[src/rtl/softusb_navre_iomon.sv]
// I/O monitor for the softusb_navre bus: captures CPU byte writes to a window
// of I/O addresses into per-channel FIFOs, tracks end-of-stream (zero byte)
// and overflow per channel, runs a cycle-limit watchdog, and exposes the
// captured bytes through a drain port.

// Per-channel byte FIFO: circular pointers plus an occupancy counter.
module softusb_navre_iomon_fifo #(
    parameter int AW = 4
) (
    input  logic       clk,
    input  logic       rst,
    input  logic       clear,
    input  logic       push,
    input  logic       pop,
    input  logic [7:0] din,
    output logic [7:0] dout,
    output logic       empty,
    output logic       full
);
    localparam int DEPTH = 1 << AW;
    localparam logic [AW:0]   LP_DEPTH = (AW+1)'(DEPTH);
    localparam logic [AW:0]   LP_ONE_O = (AW+1)'(1);
    localparam logic [AW-1:0] LP_ONE_P = AW'(1);

    logic [7:0]    r_mem [DEPTH];
    logic [AW-1:0] r_wp, r_rp;
    logic [AW:0]   r_occ;
    logic          w_do_pop, w_do_push;

    // A pop on an empty FIFO is ignored; a push into a full FIFO only lands
    // when a pop frees the slot in the same cycle.
    assign empty     = (r_occ == '0);
    assign full      = (r_occ == LP_DEPTH);
    assign w_do_pop  = pop && !empty;
    assign w_do_push = push && (!full || w_do_pop);
    assign dout      = r_mem[r_rp];

    // Storage: contents are not reset, the pointers define what is valid.
    always_ff @(posedge clk) begin
        if (w_do_push) r_mem[r_wp] <= din;
    end

    // Pointer and occupancy bookkeeping.
    always_ff @(posedge clk or negedge rst) begin
        if (!rst) begin
            r_wp  <= '0;
            r_rp  <= '0;
            r_occ <= '0;
        end else if (clear) begin
            r_wp  <= '0;
            r_rp  <= '0;
            r_occ <= '0;
        end else begin
            if (w_do_push) r_wp <= r_wp + LP_ONE_P;
            if (w_do_pop)  r_rp <= r_rp + LP_ONE_P;
            case ({w_do_push, w_do_pop})
                2'b10:   r_occ <= r_occ + LP_ONE_O;
                2'b01:   r_occ <= r_occ - LP_ONE_O;
                default: r_occ <= r_occ;
            endcase
        end
    end
endmodule

module softusb_navre_iomon #(
    parameter int CHANNELS    = 2,
    parameter int BASE_ADDR   = 42,
    parameter int FIFO_AW     = 4,
    parameter int LIMIT_W     = 16,
    parameter int CYCLE_LIMIT = 10000
) (
    input  logic                clk,
    input  logic                rst,
    input  logic                clear,
    input  logic                io_re,
    input  logic                io_we,
    input  logic [5:0]          io_a,
    input  logic [7:0]          io_do,
    output logic [7:0]          io_di,
    input  logic [1:0]          drain_ch,
    input  logic                drain_en,
    output logic [7:0]          drain_data,
    output logic                drain_valid,
    output logic [CHANNELS-1:0] eof,
    output logic [CHANNELS-1:0] overflow,
    output logic                timeout,
    output logic                done
);
    localparam logic [5:0]         LP_STAT  = 6'(BASE_ADDR + CHANNELS);
    localparam logic [LIMIT_W-1:0] LP_LIMIT = LIMIT_W'(CYCLE_LIMIT);
    localparam logic [LIMIT_W-1:0] LP_ONE   = LIMIT_W'(1);

    logic [CHANNELS-1:0]      w_push, w_zero_wr, w_pop, w_empty, w_full;
    logic [CHANNELS-1:0][7:0] w_dout;
    logic [7:0]               w_sel, w_status;
    logic [LIMIT_W-1:0]       w_cyc_nxt;

    logic [7:0]          r_io_di, r_drain_data;
    logic                r_drain_valid, r_timeout, r_done;
    logic [CHANNELS-1:0] r_eof, r_ovf;
    logic [LIMIT_W-1:0]  r_cyc;

    genvar c;
    generate
        for (c = 0; c < CHANNELS; c++) begin : g_ch
            localparam logic [5:0] LP_ADDR = 6'(BASE_ADDR + c);
            logic w_hit;
            assign w_hit        = io_we && (io_a == LP_ADDR);
            assign w_push[c]    = w_hit && (io_do != 8'h00);
            assign w_zero_wr[c] = w_hit && (io_do == 8'h00);
            assign w_pop[c]     = drain_en && (drain_ch == 2'(c)) && !w_empty[c];

            softusb_navre_iomon_fifo #(.AW(FIFO_AW)) u_fifo (
                .clk   (clk),
                .rst   (rst),
                .clear (clear),
                .push  (w_push[c]),
                .pop   (w_pop[c]),
                .din   (io_do),
                .dout  (w_dout[c]),
                .empty (w_empty[c]),
                .full  (w_full[c])
            );
        end
    endgenerate

    // Drain mux: at most one channel pops per cycle.
    always_comb begin
        w_sel = '0;
        for (int i = 0; i < CHANNELS; i++) begin
            if (w_pop[i]) w_sel = w_dout[i];
        end
    end

    // Status register: not-empty in the low nibble, eof in the high nibble.
    always_comb begin
        w_status = '0;
        for (int i = 0; i < CHANNELS; i++) begin
            w_status[i]     = !w_empty[i];
            w_status[4 + i] = r_eof[i];
        end
    end

    // Watchdog count saturates at the limit.
    assign w_cyc_nxt = (r_cyc == LP_LIMIT) ? r_cyc : r_cyc + LP_ONE;

    // Registered outputs, sticky flags and watchdog.
    always_ff @(posedge clk or negedge rst) begin
        if (!rst) begin
            r_io_di       <= '0;
            r_drain_data  <= '0;
            r_drain_valid <= 1'b0;
            r_eof         <= '0;
            r_ovf         <= '0;
            r_timeout     <= 1'b0;
            r_done        <= 1'b0;
            r_cyc         <= '0;
        end else if (clear) begin
            r_io_di       <= '0;
            r_drain_data  <= '0;
            r_drain_valid <= 1'b0;
            r_eof         <= '0;
            r_ovf         <= '0;
            r_timeout     <= 1'b0;
            r_done        <= 1'b0;
            r_cyc         <= '0;
        end else begin
            r_io_di       <= (io_re && io_a == LP_STAT) ? w_status : 8'h00;
            r_drain_valid <= |w_pop;
            if (|w_pop) r_drain_data <= w_sel;
            r_eof         <= r_eof | w_zero_wr;
            // A push into a full FIFO is only dropped when no pop frees a slot.
            r_ovf         <= r_ovf | (w_push & w_full & ~w_pop);
            r_cyc         <= w_cyc_nxt;
            r_timeout     <= r_timeout | (w_cyc_nxt == LP_LIMIT);
            r_done        <= (&r_eof) | r_timeout;
        end
    end

    assign io_di       = r_io_di;
    assign drain_data  = r_drain_data;
    assign drain_valid = r_drain_valid;
    assign eof         = r_eof;
    assign overflow    = r_ovf;
    assign timeout     = r_timeout;
    assign done        = r_done;
endmodule

[config.mk]
export PLATFORM = sky130hd
export DESIGN_NAME = softusb_navre_iomon
export DESIGN_NICKNAME = d
export VERILOG_FILES = /design/src/rtl/softusb_navre_iomon.sv
export SDC_FILE = /design/constraint.sdc
export NUM_CORES = 1
export LEC_CHECK = 0
export BUFFER_PORTS_ARGS = -buffer_cell sky130_fd_sc_hd__buf_2
export CORE_AREA = 2 2 176 178
export CTS_CLUSTER_SIZE = 14
export DETAILED_ROUTE_END_ITERATION = 8
export DIE_AREA = 0 0 178 180
export HOLD_SLACK_MARGIN = 0.03
export PLACE_DENSITY_LB_ADDON = 0.05
export SLEW_MARGIN = 0
export SYNTH_ARGS = -nofsm -noshare
export SYNTH_HDL_FRONTEND = slang
export SYNTH_SLANG_ARGS = --single-unit
[constraint.sdc]
create_clock -name clk -period 3.7 [get_ports clk]
set_input_delay 0.925 -clock clk [delete_from_list [all_inputs] [get_ports clk]]
set_output_delay 0.925 -clock clk [all_outputs]
set_load 0.01 [all_outputs]
==> results.json <==
{
  "outcome": "finished clean",
  "syn_avg_cell_area_sq_um": 16.1,
  "synth_area_leaders": "sky130_fd_sc_hd__edfxtp_1 (58%), sky130_fd_sc_hd__dfrtp_1 (11%), sky130_fd_sc_hd__mux4_2 (8.8%)",
  "die_w_um": 178,
  "antenna_cells_inserted": 0,
  "grt_setup_unrepaired": "no",
  "clock_sink_count": 317,
  "postSynthCellCount": 826,
  "worst-endpoint-arrival_ps": 3470,
  "synth.largest_area_cell": "sky130_fd_sc_hd__edfxtp_1",
  "initial_core_util": 0.441,
  "grt-ovfl-total": 0,
  "critical-path-max-stage-delay_ps": 390,
  "dpl-instance-area_sq_um": 14300,
  "fmax_mhz": 324,
  "finalSetupViolCount": 0,
  "cts.path.max_buffers": 3,
  "dp.final_hpwl_um": 20200,
  "gp_congestion": 0.838,
  "stdcell_area_sq_um": 15500,
  "synth-async-reset-ratio": 0.192,
  "largest_net_degree_at_the_start_of_global_routing": 44,
  "die_height_um": 180,
  "synthMostInstantiatedCell": "sky130_fd_sc_hd__edfxtp_1",
  "setup_tns_ps": 0,
  "fin_total_pwr_mw": 7.82,
  "ys_warn_count": 0,
  "post-route-min-period_ps": 3090,
  "cts_inserted_buffers": 36,
  "num_io_pins": 45,
  "worst_ir_drop_vdd_uv": 369,
  "fp.dieArea_sq_um": 32000,
  "worstPathMaxFanout": 6,
  "crit_chain": "buf_2 -> nor4_2 -> buf_4 -> a211oi_2 -> nor2_1 -> inv_1 -> fa_1 -> nor2b_1 -> o21ai_0 -> a32oi_1 -> mux2_2",
  "ctsHoldBuffers": 0,
  "port_buffers": 40,
  "fin_nets": 971,
  "clock_root_cell": "sky130_fd_sc_hd__clkbuf_16",
  "core-area_sq_um": 30200,
  "rr_endpoint": "g_ch[0].u_fifo.r_occ[4]$_DFFE_PN0P_",
  "critical_path_buffer_and_inverter_count": 3,
  "drt_drc_violations_left": 0,
  "power.density_nw_per_um2": 506,
  "number_of_antenna_violations_at_the_first_check_in_global_routing": 0,
  "path_clk_slew_ps": 60,
  "synth_top_area_share": 0.577,
  "criticalPathCategory": "in -> reg",
  "netlist_area_sq_um": 13300,
  "timing_hold_violations_final": 0,
  "synth_common_cells": "sky130_fd_sc_hd__edfxtp_1 (256), sky130_fd_sc_hd__nor2_1 (93), sky130_fd_sc_hd__dfrtp_1 (61)",
  "utilization": 0.512,
  "initialDrtViolationCount": 565,
  "vias": 7520,
  "number_of_global_route_vias_before_repair": 7787,
  "synth_enable_flop_cells": 256,
  "globalRouteTotalUtil": 0.195,
  "hold_slack_ps": 502,
  "clock_tree_from_tritoncts": "built",
  "timing.critical_path.to_type": "register",
  "finalWirelength_um": 30300,
  "final_min_period_over_clock_period": 0.834,
  "yosys_register_bits": 317,
  "worstRegToRegCells": 9,
  "setup.worst_path.start_class": "input pin",
  "detail_route.vias_per_cell": 5.57,
  "slowest_library_cell_on_the_worst_path": "sky130_fd_sc_hd__nor4_2",
  "worst_slew_pin_slew_ps": 1070,
  "cts-htree-levels": 2,
  "global_route_wire_length_before_repair_um": 46500,
  "post_drt_wl_per_cell_um": 22.4,
  "detail-route-antenna-nets": 0,
  "crit_required_ps": 4080,
  "hold_path_sink": "overflow[0]$_DFF_PN0_",
  "synth_sequential_area_ratio": 0.691,
  "clkLatencyLatePin_ps": 500,
  "areaGrowthSynthToFinish_pct": 16.0,
  "min_path_type": "reg -> reg",
  "min-delay-start": "overflow[0]$_DFF_PN0_",
  "slew_violations": 0,
  "path_delay_family": "simple AND/OR/NAND/NOR gates",
  "cap_viol_max_count": 0,
  "slew_headroom": 0.287,
  "ctsResizeCount": 0,
  "power.static_leakage_nw": 5.43,
  "skew_ps": 12.2,
  "worstReg2RegStart": "g_ch[0].u_fifo.r_occ[1]$_DFFE_PN0P_",
  "dominantRegCellSynth": "sky130_fd_sc_hd__edfxtp_1",
  "post_cts_buffers": 0,
  "drtPass1Iterations": 5,
  "ff2ff_setup_slack_ps": 1030,
  "num_rows": 64,
  "synth_cell_type_count": 56,
  "layout-drive-gt1-share": 0.243,
  "whs_path_depth": 2
}
## report_power, final
group          leakage, nW  internal [mW]  switching (mW)  total, mW
Clock                0.558           2.14            1.33       3.47
Combinational         1.73          0.180           0.253      0.432
Sequential            3.14           3.89          0.0389       3.93
Total                 5.43           6.20            1.62       7.82
## cells in the final DEF, fill, tap and decap left out, drive strengths merged, types with 8 or more instances in the layout
master  netlist  final
nand3        25     25
nand2        24     24
nor3         15     15
nor2         93     93
clkbuf       15     51
mux4         52     52
nor2b         8      8
nor3b         8      8
a22oi        12     12
xnor2        14     14
mux2i        28     28
buf          29    106
inv          22     22
ha           18     18
mux2         11     11
edfxtp      256    256
xor2         15     15
a221oi       14     14
dfrtp        61     61
a21oi        27     27
## layout make-up
cell class / instances / area (sq um)
fillers: 2442 / 14700
well taps: 396 / 495
clock buffers: 51 / 988
multi-input cells: 446 / 3810
repair buffers: 106 / 696
inverters: 22 / 82.6
flip-flops and latches: 317 / 9220
clock inverters: 12 / 160
## cells by family after synthesis
family | count (synthesis) | synth area share
muxes | 91 | 0.119
AOI/OAI and AO/OA | 85 | 0.0456
buffers and inverters | 66 | 0.0233
and+or+nand+nor | 217 | 0.0815
other | 1 | 0.000281
adders and majority gates | 20 | 0.0199
DFF | 317 | 0.691
xor gates and xnor gates | 29 | 0.0191
## worst reg2reg max path, cell delays in order (launching register included)
cell and delay (ps):
sky130_fd_sc_hd__dfrtp_1 420, sky130_fd_sc_hd__nor4_2 460, sky130_fd_sc_hd__a21o_2 210, sky130_fd_sc_hd__nor2_1 100, sky130_fd_sc_hd__ha_1 330, sky130_fd_sc_hd__nor2b_1 160, sky130_fd_sc_hd__o21ai_0 210, sky130_fd_sc_hd__a21oi_1 100
sky130_fd_sc_hd__a32oi_1 200, sky130_fd_sc_hd__mux2_2 350
## how the worst max path moves through the flow
| stage | from | end | slack, ps | cells past startpoint |
|---|---|---|---|---|
| 2_1_floorplan | drain_ch[1] | g_ch[0].u_fifo.r_occ[4]$_DFFE_PN0P_ | 380 | 9 |
| 3_3_place_gp | drain_ch[1] | g_ch[0].u_fifo.r_occ[4]$_DFFE_PN0P_ | 240 | 10 |
| 3_5_place_dp | io_do[1] | g_ch[0].u_fifo.r_occ[4]$_DFFE_PN0P_ | 140 | 10 |
| 4_1_cts | io_do[1] | g_ch[0].u_fifo.r_occ[4]$_DFFE_PN0P_ | 660 | 10 |
| 5_1_grt | io_do[5] | g_ch[0].u_fifo.r_occ[4]$_DFFE_PN0P_ | 430 | 11 |
| 6_report | io_do[5] | g_ch[0].u_fifo.r_occ[4]$_DFFE_PN0P_ | 610 | 11 |
## registers in the layout (all words and copies together), names as in the netlist, 2 cells and up
register           count
g_ch.u_fifo.r_mem    256
r_cyc                 16
g_ch.u_fifo.r_occ     10
drain_data             8
g_ch.u_fifo.r_rp       8
g_ch.u_fifo.r_wp       8
io_di                  4
eof                    2
overflow               2
## through the flow
stage / setup WS [ps] / std cells
floorplan: 385 / 829
global placement: 243 / 1287
detailed placement: 135 / 1287
CTS: 658 / 1350
global route: 428 / 1350
finish: 613 / 1350
## per-layer routing
metal	part of all wire	global-route usage	vias up
li1	-	-	3386
met1	0.43	0.262	3887
met2	0.50	0.328	194
met3	0.043	0.0283	53
met4	0.028	0.0574	0
met5	0	0	-
Note: power is estimated with default switching activity, not from simulation.
